### src/rtl/imem_loader_pkg.sv
// Shared definitions for the instruction-memory loader: FSM states,
// stream framing constants and the length check.
package imem_loader_pkg;

    typedef enum logic [2:0] {
        ST_IDLE,
        ST_LEN,
        ST_DATA,
        ST_CSUM,
        ST_DONE,
        ST_ERR
    } state_e;

    localparam int DEPTH_DEFAULT = 32;
    localparam int LEN_MIN       = 1;
    localparam int BYTES_PER_WORD = 4;

    // A length byte is usable when it names 1..depth words.
    function automatic logic len_ok(input logic [7:0] len, input int depth);
        return (int'(len) >= LEN_MIN) && (int'(len) <= depth);
    endfunction

endpackage

### src/rtl/imem_loader_if.sv
// Byte-stream input and instruction-memory write port of the loader.
// master = the loader side, slave = host link / memory side.
interface imem_loader_if #(
    parameter int ADDR_W = 5
) ();
    logic [7:0]        rx_data;
    logic              rx_valid;
    logic              rx_ready;
    logic              mem_we;
    logic [ADDR_W-1:0] mem_addr;
    logic [31:0]       mem_wdata;

    modport master (
        input  rx_data, rx_valid,
        output rx_ready, mem_we, mem_addr, mem_wdata
    );

    modport slave (
        output rx_data, rx_valid,
        input  rx_ready, mem_we, mem_addr, mem_wdata
    );
endinterface

### src/rtl/imem_byte_packer.sv
// Collects four stream bytes into a little-endian 32-bit word. The word is
// presented combinationally together with word_valid_o on the fourth byte,
// so the caller can register it in the same cycle the last byte arrives.
module imem_byte_packer (
    input  logic        clk,
    input  logic        reset,
    input  logic        clear_i,
    input  logic        push_i,
    input  logic [7:0]  byte_i,
    output logic        word_valid_o,
    output logic [31:0] word_o
);
    logic [1:0]  lane_q, lane_d;
    logic [23:0] shift_q, shift_d;

    // Next lane / shift contents: new bytes enter at the top so that after
    // three pushes shift_q holds {b2, b1, b0}.
    always_comb begin
        lane_d  = lane_q;
        shift_d = shift_q;
        if (clear_i) begin
            lane_d = 2'd0;
        end else if (push_i) begin
            lane_d  = lane_q + 2'd1;
            shift_d = {byte_i, shift_q[23:8]};
        end
    end

    // Lane counter and shift register.
    always_ff @(posedge clk) begin
        if (reset) begin
            lane_q  <= 2'd0;
            shift_q <= 24'd0;
        end else begin
            lane_q  <= lane_d;
            shift_q <= shift_d;
        end
    end

    assign word_valid_o = push_i && (lane_q == 2'd3);
    assign word_o       = {byte_i, shift_q};

endmodule

### src/rtl/imem_loader.sv
// Program loader: receives LEN, N*4 data bytes and an XOR checksum over a
// valid/ready byte stream, writes the packed words to instruction memory
// from word 0 upward and releases the core reset only after the checksum
// matches. All outputs are registered.
module imem_loader
    import imem_loader_pkg::*;
#(
    parameter int DEPTH  = DEPTH_DEFAULT,
    parameter int ADDR_W = $clog2(DEPTH)
) (
    input  logic              clk,
    input  logic              reset,
    input  logic              start,
    imem_loader_if.master     bus,
    output logic              cpu_reset,
    output logic              done,
    output logic              error,
    output logic [ADDR_W:0]   words_loaded
);
    state_e            state_q, state_d;
    logic [ADDR_W:0]   len_q, len_d;
    logic [ADDR_W:0]   cnt_q, cnt_d;
    logic [7:0]        csum_q, csum_d;
    logic              mem_we_q, mem_we_d;
    logic [ADDR_W-1:0] mem_addr_q, mem_addr_d;
    logic [31:0]       mem_wdata_q, mem_wdata_d;
    logic              rx_ready_q, rx_ready_d;
    logic              done_q, done_d;
    logic              error_q, error_d;
    logic              cpu_reset_q, cpu_reset_d;

    logic              xfer;
    logic [ADDR_W:0]   cnt_inc;
    logic              pk_clear;
    logic              pk_push;
    logic              pk_word_valid;
    logic [31:0]       pk_word;

    assign xfer     = bus.rx_valid && rx_ready_q;
    assign cnt_inc  = cnt_q + 1'b1;
    // The lane counter restarts on every length byte; a bad length sends the
    // FSM to ERR anyway, so clearing unconditionally is harmless.
    assign pk_clear = xfer && (state_q == ST_LEN);
    assign pk_push  = xfer && (state_q == ST_DATA);

    imem_byte_packer u_packer (
        .clk          (clk),
        .reset        (reset),
        .clear_i      (pk_clear),
        .push_i       (pk_push),
        .byte_i       (bus.rx_data),
        .word_valid_o (pk_word_valid),
        .word_o       (pk_word)
    );

    // Next-state logic for the FSM, word counter, checksum and write port;
    // registered outputs are derived from the next state so they line up
    // with the state they describe.
    always_comb begin
        state_d     = state_q;
        len_d       = len_q;
        cnt_d       = cnt_q;
        csum_d      = csum_q;
        mem_we_d    = 1'b0;
        mem_addr_d  = mem_addr_q;
        mem_wdata_d = mem_wdata_q;

        case (state_q)
            ST_IDLE: begin
                if (start) state_d = ST_LEN;
            end
            ST_LEN: begin
                if (xfer) begin
                    if (!len_ok(bus.rx_data, DEPTH)) begin
                        state_d = ST_ERR;
                    end else begin
                        len_d      = (ADDR_W+1)'(bus.rx_data);
                        csum_d     = bus.rx_data;
                        cnt_d      = '0;
                        mem_addr_d = '0;
                        state_d    = ST_DATA;
                    end
                end
            end
            ST_DATA: begin
                if (xfer) begin
                    csum_d = csum_q ^ bus.rx_data;
                    if (pk_word_valid) begin
                        mem_we_d    = 1'b1;
                        mem_addr_d  = cnt_q[ADDR_W-1:0];
                        mem_wdata_d = pk_word;
                        cnt_d       = cnt_inc;
                        if (cnt_inc == len_q) state_d = ST_CSUM;
                    end
                end
            end
            ST_CSUM: begin
                if (xfer) state_d = (bus.rx_data == csum_q) ? ST_DONE : ST_ERR;
            end
            ST_DONE, ST_ERR: begin
                if (start) state_d = ST_LEN;
            end
            default: state_d = ST_IDLE;
        endcase

        rx_ready_d  = (state_d == ST_LEN) || (state_d == ST_DATA) || (state_d == ST_CSUM);
        done_d      = (state_d == ST_DONE);
        error_d     = (state_d == ST_ERR);
        cpu_reset_d = (state_d != ST_DONE);
    end

    // State and output registers; reset takes priority over start.
    always_ff @(posedge clk) begin
        if (reset) begin
            state_q     <= ST_IDLE;
            len_q       <= '0;
            cnt_q       <= '0;
            csum_q      <= 8'd0;
            mem_we_q    <= 1'b0;
            mem_addr_q  <= '0;
            mem_wdata_q <= 32'd0;
            rx_ready_q  <= 1'b0;
            done_q      <= 1'b0;
            error_q     <= 1'b0;
            cpu_reset_q <= 1'b1;
        end else begin
            state_q     <= state_d;
            len_q       <= len_d;
            cnt_q       <= cnt_d;
            csum_q      <= csum_d;
            mem_we_q    <= mem_we_d;
            mem_addr_q  <= mem_addr_d;
            mem_wdata_q <= mem_wdata_d;
            rx_ready_q  <= rx_ready_d;
            done_q      <= done_d;
            error_q     <= error_d;
            cpu_reset_q <= cpu_reset_d;
        end
    end

    assign bus.rx_ready  = rx_ready_q;
    assign bus.mem_we    = mem_we_q;
    assign bus.mem_addr  = mem_addr_q;
    assign bus.mem_wdata = mem_wdata_q;
    assign cpu_reset     = cpu_reset_q;
    assign done          = done_q;
    assign error         = error_q;
    assign words_loaded  = cnt_q;

endmodule

### src/flat_wrapper.sv
// flat-port wrapper written by rule: the top's interface ports become plain ports
module imem_loader_flat import imem_loader_pkg::*;
#(
    parameter int DEPTH  = DEPTH_DEFAULT,
    parameter int ADDR_W = $clog2(DEPTH)
)
  (clk, reset, start, cpu_reset, done, error, words_loaded, bus_rx_data, bus_rx_valid, bus_rx_ready, bus_mem_we, bus_mem_addr, bus_mem_wdata);
  imem_loader_if #(.ADDR_W(ADDR_W)) bus_i ();
  input  logic clk;
  input  logic reset;
  input  logic start;
  output logic cpu_reset;
  output logic done;
  output logic error;
  output logic [ADDR_W:0] words_loaded;
  input wire logic [$bits(bus_i.rx_data)-1:0] bus_rx_data;
  input wire logic [$bits(bus_i.rx_valid)-1:0] bus_rx_valid;
  output wire logic [$bits(bus_i.rx_ready)-1:0] bus_rx_ready;
  output wire logic [$bits(bus_i.mem_we)-1:0] bus_mem_we;
  output wire logic [$bits(bus_i.mem_addr)-1:0] bus_mem_addr;
  output wire logic [$bits(bus_i.mem_wdata)-1:0] bus_mem_wdata;
  assign bus_i.rx_data = bus_rx_data;
  assign bus_i.rx_valid = bus_rx_valid;
  assign bus_rx_ready = bus_i.rx_ready;
  assign bus_mem_we = bus_i.mem_we;
  assign bus_mem_addr = bus_i.mem_addr;
  assign bus_mem_wdata = bus_i.mem_wdata;
  imem_loader #(.DEPTH(DEPTH), .ADDR_W(ADDR_W)) u_core (.clk(clk), .reset(reset), .start(start), .bus(bus_i), .cpu_reset(cpu_reset), .done(done), .error(error), .words_loaded(words_loaded));
endmodule
### config.mk
export PLATFORM = sky130hd
export DESIGN_NAME = imem_loader_flat
export DESIGN_NICKNAME = d
export VERILOG_FILES = /design/src/rtl/imem_loader_pkg.sv /design/src/rtl/imem_loader_if.sv /design/src/rtl/imem_byte_packer.sv /design/src/rtl/imem_loader.sv /design/src/flat_wrapper.sv
export SDC_FILE = /design/constraint.sdc
export NUM_CORES = 1
export LEC_CHECK = 0
export ABC_AREA = 1
export BUFFER_PORTS_ARGS = -buffer_cell sky130_fd_sc_hd__buf_2
export CAP_MARGIN = 20
export CORE_ASPECT_RATIO = 1.5
export CORE_MARGIN = 2
export CORE_UTILIZATION = 45
export CTS_BUF_LIST = sky130_fd_sc_hd__clkbuf_4 sky130_fd_sc_hd__clkbuf_8 sky130_fd_sc_hd__clkbuf_16
export DETAILED_ROUTE_END_ITERATION = 8
export PLACE_DENSITY_LB_ADDON = 0.15
export SKIP_CTS_REPAIR_TIMING = 1
export SLEW_MARGIN = 15
export SYNTH_ARGS = -nofsm -noshare
export SYNTH_HDL_FRONTEND = slang
export SYNTH_SLANG_ARGS = --single-unit
### constraint.sdc
create_clock -name clk -period 4 [get_ports clk]
set_input_delay 0.4 -clock clk [delete_from_list [all_inputs] [get_ports clk]]
set_output_delay 0.4 -clock clk [all_outputs]
set_load 0.02 [all_outputs]
==> metrics.txt <==
setup_tns=0 ps; reg2reg start=u_core.state_q[0]; total power=around 1.9 mW; Post-DRT Antenna Nets=0; largest family of logic cells by synthesized area=simple AND/OR/NAND/NOR gates; unrepaired setup endpoints after global routing=no; run status=finished, final reports clean; share of cells above drive strength 1=0.160; DP Area=approximately 0.004 mm^2; Reg clk slew, reported paths=around 60 ps; Sw Ratio=0.218; Filler cells=760; number of diodes=0; Simple-Gate Fraction of Synth Area=0.233; CTS tree=yes; Comb pwr share=0.054; DR vias=between 3000 and 4000; Arr. time, crit path=2440 ps; die area=slightly below 0.009 mm^2; post-synthesis adder-cell area fraction=0.00682; post-synth top area share=0.496; Chip Width=around 78 um; vias in the first global route=3176; Iter 0 DRT Violations=227; fin nets=559; Psw=approximately 410 uW; Clock Tree Buf Depth=2; Yosys reg bits=slightly above 90; largest net degree at the start of global routing=64; Max Fclk=451 MHz; register area share after synthesis=0.496; Mapped Area=0.00367 mm^2; Finished Cell Area=0.00431 mm^2; pre-CTS setup slack=1580 ps; pin slew with the least headroom to its limit=approximately 680 ps; global-route wire length before repair=around 15000 um; PnR worst setup slack=around 1800 ps; startpoint types=register; max_cap viols=0; drt pass-1 iters=4; YS warnings=0; skew final=roughly 5 ps; Via density=5.08; worst path required time=4230 ps; Placer Congestion=approximately 0.85; critical path endpoint category=register; internal cell power=between 1 and 1.5 mW; initial core utilization=0.461; Worst IR Drop VDD=309 uV; multiplexer share of the synthesized area=0; critical setup path kind=reg -> reg; drt drc=0; IO Port Bufs=roughly 60; Post-Synth XOR/XNOR Area=0.0119; clock share of power=0.456; clock latency on the worst-skew pair=340 ps; syn_nets=about 500; WL per Instance=13.8 um; Final Cycle Share=0.554; post-synth cell types=26; most instantiated cells after synthesis=dfxtp_1, nor2_1, nand2_1, o21ai_0, inv_1; Mean Syn Cell Area=roughly 7.4 um^2; top-count cell post-synth=dfxtp_1; Post-synth EDFFs=0; CTS buffer count=9; All-Layer GR Usage=0.211; final non-filler cell total=654; compound-cell area share of the yosys netlist=0.170; Period minus WS final=2220 ps; root buf cell=clkbuf_16; cell taking the most area after synthesis=dfxtp_1; register share of total power=0.490; pwr dens=437 mW/mm^2; Die Span Y=~110 um; worst setup path startpoint=u_core.state_q[0]; Placed Cells=around 640; H-tree depth=3; Post-synth top flop=dfxtp_1; GR Overflow Total=0; post-DP HPWL=between 6000 and 7000 um; WL final=9000 um; async set-reset flop share out of synthesis=0; CTS sink cnt=91; fin. max-slew vios=0; site row count=40; Max FO, Critical Path=31; Core ar.=0.00796 mm^2; layout overhead on the synthesized area=17.4%; Worst slew margin=0.546; hold path start=bus_rx_data[7]; Mapped Cells=~500; I/O pin total=60; Hold Path Class=in -> reg; top cells by area, synth=dfxtp_1, o21ai_0, nor2_1; final hold violation count=0; antenna violations before repair=0; setup violators final=0; leakage=roughly 2 nW
[per-stage QoR]
stage                     utilization  hold slack [ps]
final                           0.542              384
after global routing            0.542              396
after CTS                       0.542              376
after detailed placement        0.503              453
after global placement          0.503              451
after floorplan                     -              432
[metal layers]
metal / share of wire / global-route usage / wire, um / vias up
li1: - / - / - / 1703
met1: 0.41 / 0.237 / 3660 / 1532
met2: 0.53 / 0.378 / 4730 / 74
met3: 0.046 / 0.0386 / 413 / 12
met4: 0.021 / 0.111 / 192 / 0
met5: 0 / 0 / 0 / -
[registers in the layout, indices dropped and copies added, names as in the netlist, 2 cells and up]
name and cells:
u_core.bus.mem_addr 5, u_core.state_q 3, u_core.bus.mem_wdata 32, u_core.words_loaded 6, u_core.u_packer.lane_q 2, u_core.csum_q 8
u_core.u_packer.shift_q 24, u_core.len_q 6
[power by group through the flow]
stage | clock [mW] | combinational [mW] | sequential (mW)
after floorplan | 0 | 0.0638 | 0.947
after global placement | 0 | 0.100 | 0.942
after detailed placement | 0 | 0.101 | 0.942
after CTS | 0.872 | 0.102 | 0.922
after global routing | 0.901 | 0.116 | 0.923
final | 0.859 | 0.102 | 0.922
[logic make-up after synthesis]
kind of cell	after synthesis
flops	91
compound gates	122
fa+ha+maj	2
simple gates	202
buf+inv	74
xor+xnor	5
[placed cells by master (no fill, tap or decap), drive strengths merged, types with 2 or more instances in the layout]
master	instances
dfxtp	91
clkbuf	13
buf	62
inv	50
nor2	82
nand2	79
nand3	34
a211oi	3
nand4	4
a21oi	40
o21ai	78
xnor2	4
ha	2
[worst max-delay path: stages, from the launching register on]
cell	delay (ps)
dfxtp_1	370
inv_1	120
nand3_2	90
buf_4	290
nor2_4	50
inv_2	420
nand2_1	150
nand2_2	250
inv_2	130
o21ai_0	160
a21oi_1	50
[cell type report]
class / instances / area, um^2 / area share
Inverter: 50 / 188 / 0.0436
Timing Repair Buffer: 62 / 318 / 0.0738
Tap cell: 105 / 131 / 0.0305
Multi-Input combinational cell: 331 / 1550 / 0.359
Sequential cell: 91 / 1820 / 0.423
Clock buffer: 13 / 268 / 0.0621
Clock inverter: 2 / 35.0 / 0.00813
[worst paths after layout]
check | slack (ps) | cells after the start | to
min reg2reg | 460 | 2 | u_core.bus.mem_addr[4]
max reg2reg | 1780 | 10 | u_core.bus.mem_addr[0]
max | 1780 | 10 | u_core.bus.mem_addr[0]
min | 380 | 3 | u_core.bus.mem_wdata[31]
Power figures use the tool's default switching activity.
